File: src/rtl/bm_dag_sched.sv
// Round-robin scheduler feeding a 2-stage shared logic unit with run/drain/halt control.
// Optional DAG_SCHED_PRIO_EN: requester 0 gets absolute priority over the rotation.
module bm_dag_sched #(
  parameter int BITS = 2,
  parameter int NREQ = 4
) (
  input  logic                 clock,
  input  logic                 reset_n,
  input  logic                 run,
  input  logic [NREQ-1:0]      req,
  input  logic [NREQ*BITS-1:0] a_in,
  input  logic [NREQ*BITS-1:0] b_in,
  input  logic [2*NREQ-1:0]    op_in,
  output logic [NREQ-1:0]      gnt,
  output logic                 res_valid,
  input  logic                 res_ready,
  output logic [BITS-1:0]      res_data,
  output logic [1:0]           res_tag,
  output logic                 busy,
  output logic                 halted
);

  typedef enum logic [1:0] {IDLE, ACTIVE, DRAIN, HALT} state_t;

  state_t          state;
  logic [1:0]      ptr;
  logic            s1_v, s2_v;
  logic [BITS-1:0] s1_a, s1_b;
  logic [1:0]      s1_op, s1_t;
  logic [BITS-1:0] s2_d;
  logic [1:0]      s2_t;

  logic       xfer, s2_ld, s1_acc;
  logic       grant_ok, found, do_gnt;
  logic [1:0] idx, gidx;
  logic       s1_nv, s2_nv;

  function automatic logic [BITS-1:0] alu(
    input logic [1:0]      op,
    input logic [BITS-1:0] a,
    input logic [BITS-1:0] b
  );
    logic [BITS-1:0] r;
    unique case (op)
      2'b00:   r = a & b;
      2'b01:   r = a | b;
      2'b10:   r = a ^ b;
      default: r = a & ~b;
    endcase
    return r;
  endfunction

  assign xfer   = s2_v && res_ready;
  assign s2_ld  = s1_v && (!s2_v || xfer);
  assign s1_acc = !s1_v || s2_ld;

  // reset_n gates the grant so gnt drops at once on an async reset
  assign grant_ok = reset_n && run && s1_acc &&
                    (state == IDLE || state == ACTIVE);

  always_comb begin
    found = 1'b0;
    gidx  = 2'd0;
    idx   = 2'd0;
`ifdef DAG_SCHED_PRIO_EN
    if (req[0]) begin
      found = 1'b1;
      gidx  = 2'd0;
    end
`endif
    for (int k = 0; k < NREQ; k++) begin
      idx = ptr + 2'(k);
      if (!found && req[idx]) begin
        found = 1'b1;
        gidx  = idx;
      end
    end
  end

  assign do_gnt = grant_ok && found;
  assign gnt    = do_gnt ? ({{(NREQ-1){1'b0}}, 1'b1} << gidx) : '0;

  assign s1_nv = s1_v && !s2_ld;
  assign s2_nv = s2_ld || (s2_v && !xfer);

  assign res_valid = s2_v;
  assign res_data  = s2_d;
  assign res_tag   = s2_t;
  assign busy      = s1_v || s2_v;

  always_ff @(posedge clock or negedge reset_n) begin
    if (!reset_n) begin
      ptr   <= '0;
      s1_v  <= 1'b0;
      s1_a  <= '0;
      s1_b  <= '0;
      s1_op <= '0;
      s1_t  <= '0;
      s2_v  <= 1'b0;
      s2_d  <= '0;
      s2_t  <= '0;
    end else begin
      if (s2_ld) begin
        s2_v <= 1'b1;
        s2_d <= alu(s1_op, s1_a, s1_b);
        s2_t <= s1_t;
      end else if (xfer) begin
        s2_v <= 1'b0;
      end
      if (do_gnt) begin
        s1_v  <= 1'b1;
        s1_a  <= a_in[int'(gidx)*BITS +: BITS];
        s1_b  <= b_in[int'(gidx)*BITS +: BITS];
        s1_op <= op_in[int'(gidx)*2 +: 2];
        s1_t  <= gidx;
`ifdef DAG_SCHED_PRIO_EN
        if (gidx != 2'd0) ptr <= gidx + 2'd1;
`else
        ptr <= gidx + 2'd1;
`endif
      end else if (s2_ld) begin
        s1_v <= 1'b0;
      end
    end
  end

  always_ff @(posedge clock or negedge reset_n) begin
    if (!reset_n) begin
      state  <= IDLE;
      halted <= 1'b0;
    end else begin
      case (state)
        IDLE: begin
          if (!run) begin
            state  <= HALT;
            halted <= 1'b1;
          end else if (do_gnt) begin
            state <= ACTIVE;
          end
        end
        ACTIVE: begin
          if (!run) state <= DRAIN;
          else if (!s1_v && !s2_v && !do_gnt) state <= IDLE;
        end
        DRAIN: begin
          if (!s1_nv && !s2_nv) begin
            state  <= HALT;
            halted <= 1'b1;
          end
        end
        HALT: begin
          if (run) begin
            state  <= IDLE;
            halted <= 1'b0;
          end
        end
        default: state <= IDLE;
      endcase
    end
  end

endmodule
File: config.mk
export PLATFORM = sky130hd
export DESIGN_NAME = bm_dag_sched
export DESIGN_NICKNAME = d
export VERILOG_FILES = /design/src/rtl/bm_dag_sched.sv
export SDC_FILE = /design/constraint.sdc
export NUM_CORES = 1
export LEC_CHECK = 0
export ABC_CLOCK_PERIOD_IN_PS = 2100
export CAP_MARGIN = 0
export CORE_MARGIN = 5
export CORE_UTILIZATION = 46
export CTS_BUF_LIST = sky130_fd_sc_hd__clkbuf_2 sky130_fd_sc_hd__clkbuf_4 sky130_fd_sc_hd__clkbuf_8
export DETAILED_ROUTE_END_ITERATION = 10
export PLACE_DENSITY = 0.76
export SLEW_MARGIN = 20
export SYNTH_ARGS = -nofsm -noshare
export SYNTH_HDL_FRONTEND = slang
export SYNTH_SLANG_ARGS = --single-unit
File: constraint.sdc
create_clock -name clock -period 2.1 [get_ports clock]
set_clock_uncertainty 0.2 [all_clocks]
set_input_delay 0.42 -clock clock [delete_from_list [all_inputs] [get_ports clock]]
set_output_delay 0.42 -clock clock [all_outputs]
set_load 0.005 [all_outputs]
==> results.toml <==
[logic_synthesis]
yosysWarnings = 0
synth_xor_area_share_pct = 1.04
synth-simple-area-share_pct = 16.2
synth_top_family_by_area = "compound AO/OA/AOI/OAI gates"
ys_async_sr_fraction_pct = 100
muxShareOfSynthArea_pct = 4.74
yosysMostFrequentCell = "nand2_1"
avgSynthCellArea_um2 = 9.09
synth.distinct_cells = 40
ys.flop_type = "dfrtp_1"
synth_area_leaders = "dfrtp_1 (28%), ha_1 (6.7%), nand2_1 (6.2%), o2bb2ai_1 (6.2%), a211oi_1 (5.3%)"
yosysTopAreaCellShare_pct = 28.1
synth_fa_ha_area_share_pct = 6.66
syn-instance-count = 186
synth_compound_area_share_pct = 33.1
ys_seq_area_share_pct = 28.1
synthesis.nets = 227
ys_seq_elements = 19
synth_common_cells = "nand2_1 (28), inv_1 (24), dfrtp_1 (19)"
synth_top_area_cell = "dfrtp_1"
synth_area_um2 = 1690
synth_edf_count = 0

[sta]
maxSlewViolCount = 0
hold_ws_ns = 0.284
finalHoldViolCount = 0
setup_violations = 4
max_freq_ghz = 0.419
tightest_slew_ns = 0.441
period_needed_ns = 2.39
rsz0062_at_grt = "true"
post-route-period-util_pct = 114
slew_headroom_pct = 70.6
layout_setup_ws_ns = -0.289

[routing]
wl_um = 4180
num_vias = 1550
ant_nets = 0
routedWlPerCell_um = 14.1
dr.pass1.iters = 4
drtIter0Drc = 111
drc = 0
vias_per_cell = 5.22

[layout]
multiInputGateArea_um2 = 1090
final_nets = 291
diodes = 0
area_growth_pct = 41.6
regArea_um2 = 478
fill_cells = 312
fin_util_pct = 66.4
drive_gt1_share_pct = 30.1

[min_path]
hp-class = "register to register"

[global_routing]
grt_antenna_before_repair = 0
grt_pass1_wl_um = 7030
grtUsageTotal_pct = 16.9
grt_pass1_vias = 1526
grt_max_degree = 20
globalRoute.totalOverflow = 0

[power]
power.leakage_nw = 1.10
ir_drop_mv = 0.594
finalPower_mw = 2.30
power_density_nw_per_um2 = 960

[critical_path]
crit_type = "register to output port"
cp-start-kind = "register"
crit_required_ns = 1.48
end_kind = "output port"
cp_max_fo = 6
worstPathArrival_ns = 1.77

[die]
die-area_um2 = 4990
rows = 22
die_h_um = 70.6
start_util_pct = 46.9
die_w_um = 70.6
fp.coreArea_um2 = 3610
pin_count = 43

[clock_tree]
cts_buffers = 3
clock_latency_ns = 0.26
cts_sinks = 19
cts_buffer_depth = 2
cts_tree = "yes"
cts_max_level = 1
clkTransAtPathRegs_ns = 0.07
ctsRootBufferMaster = "clkbuf_8"

[status]
run_status = "complete, but fails checks"
violations = "setup timing"

[place]
port_buffers = 42
gp_congestion = 0.786
preCtsSetupSlack_ns = -0.857
place_hpwl_um = 3130

[flow_run]
max-cap-violations = 0
stage by stage:
step	cells	TNS, ns	area (um^2)
floorplan	186	-0.360	1690
global placement	288	-6.47	2270
detailed placement	288	-6.71	2270
CTS	296	-1.17	2350
global route	297	-1.42	2390
finish	297	-1.13	2390
layout make-up:
type | instances | area share [%]
clock buffer | 3 | 1.73
clock inverter | 1 | 0.209
inverter | 24 | 3.76
multi-input combinational | 131 | 45.6
sequential | 19 | 20.0
tap | 48 | 2.51
timing repair buffer | 71 | 26.2
timing repair:
item                                    in CTS  in global routing
hold endpoints to repair                     0                  0
pin swaps                                    5                  3
endpoints found under the setup margin      12                 10
hold buffers                                 0                  0
resized for setup                           31                  9
buffers inserted                             7                  1
state kept, by name, summed over array words and instances (netlist names):
| register | flops |
|---|---|
| s1_t | 2 |
| res_tag | 2 |
| res_valid | 1 |
| ptr | 2 |
| s1_op | 2 |
| s1_v | 1 |
| state | 2 |
| s1_b | 2 |
| res_data | 2 |
| s1_a | 2 |
| halted | 1 |
path summary, 6_finish.rpt:
kind                            slack, ns  depth (start not counted)           startpoint              endpoint
worst max-delay path                -0.29                          7   ptr[1]$_DFFE_PN0P_                gnt[0]
worst min-delay path                 0.28                          2  s1_t[1]$_DFFE_PN0P_   s1_t[1]$_DFFE_PN0P_
worst min register to register       0.28                          2  s1_t[1]$_DFFE_PN0P_   s1_t[1]$_DFFE_PN0P_
worst max register to register       0.09                          7   ptr[0]$_DFFE_PN0P_  s1_op[0]$_DFFE_PN0P_
max in group asynchronous            0.98                          3              reset_n    ptr[1]$_DFFE_PN0P_
min in group asynchronous            0.50                          3              reset_n    ptr[0]$_DFFE_PN0P_
worst max-delay path, cell delays in order (launching register included):
cell and delay [ns]:
dfrtp_2 0.45, mux2_4 0.32, o21ba_4 0.19, and2_4 0.14, inv_2 0.05, ha_2 0.15
and2_4 0.13, buf_6 0.08
logic make-up after synthesis:
group | Yosys count
buffers and inverters | 36
AND/OR/NAND/NOR | 54
AO/OA/AOI/OAI | 59
multiplexers | 7
adder cells (fa/ha/maj) | 9
XOR/XNOR | 2
flip-flops | 19
power breakdown:
group          internal [mW]  switching (mW)  leakage (nW)
registers              0.531           0.138         0.234
clock network          0.132           0.123        0.0255
logic                  0.749           0.626         0.839
cell usage in the layout, fill, tap and decap left out, drive strengths merged:
cell type,Yosys,layout
and3b,1,1
and4,1,1
a21oi,5,5
clkdlybuf4s50,0,31
nand3b,2,2
mux2,5,5
o21ba,1,1
a311oi,12,12
nand2b,5,5
o211a,1,1
a22oi,2,2
or4,2,2
o21ai,3,3
mux2i,2,2
a211oi,12,12
dfrtp,19,19
o31ai,1,1
nor2b,1,1
buf,9,33
o2bb2ai,12,12
nand2,28,28
or2,2,2
xnor2,2,2
nor3b,1,1
clkinv,0,1
dlymetal6s2s,0,2
dlygate4sd2,0,5
ha,9,9
a2bb2oi,1,1
a21o,2,2
a21boi,1,1
nand4,1,1
o221ai,6,6
nor3,1,1
inv,24,24
and2,5,5
nor2,4,4
clkbuf,3,3
routing by layer:
metal | wire [um] | up-vias | GRT usage [%] | share of wire, %
li1 | - | 800 | - | -
met2 | 2020 | 24 | 27.2 | 48
met1 | 2000 | 722 | 23.2 | 48
met3 | 152 | 4 | 3.69 | 3.6
met4 | 13 | 0 | 3.76 | 0.31
met5 | 0 | - | 0 | 0
Note: power is estimated with default switching activity, not from simulation.
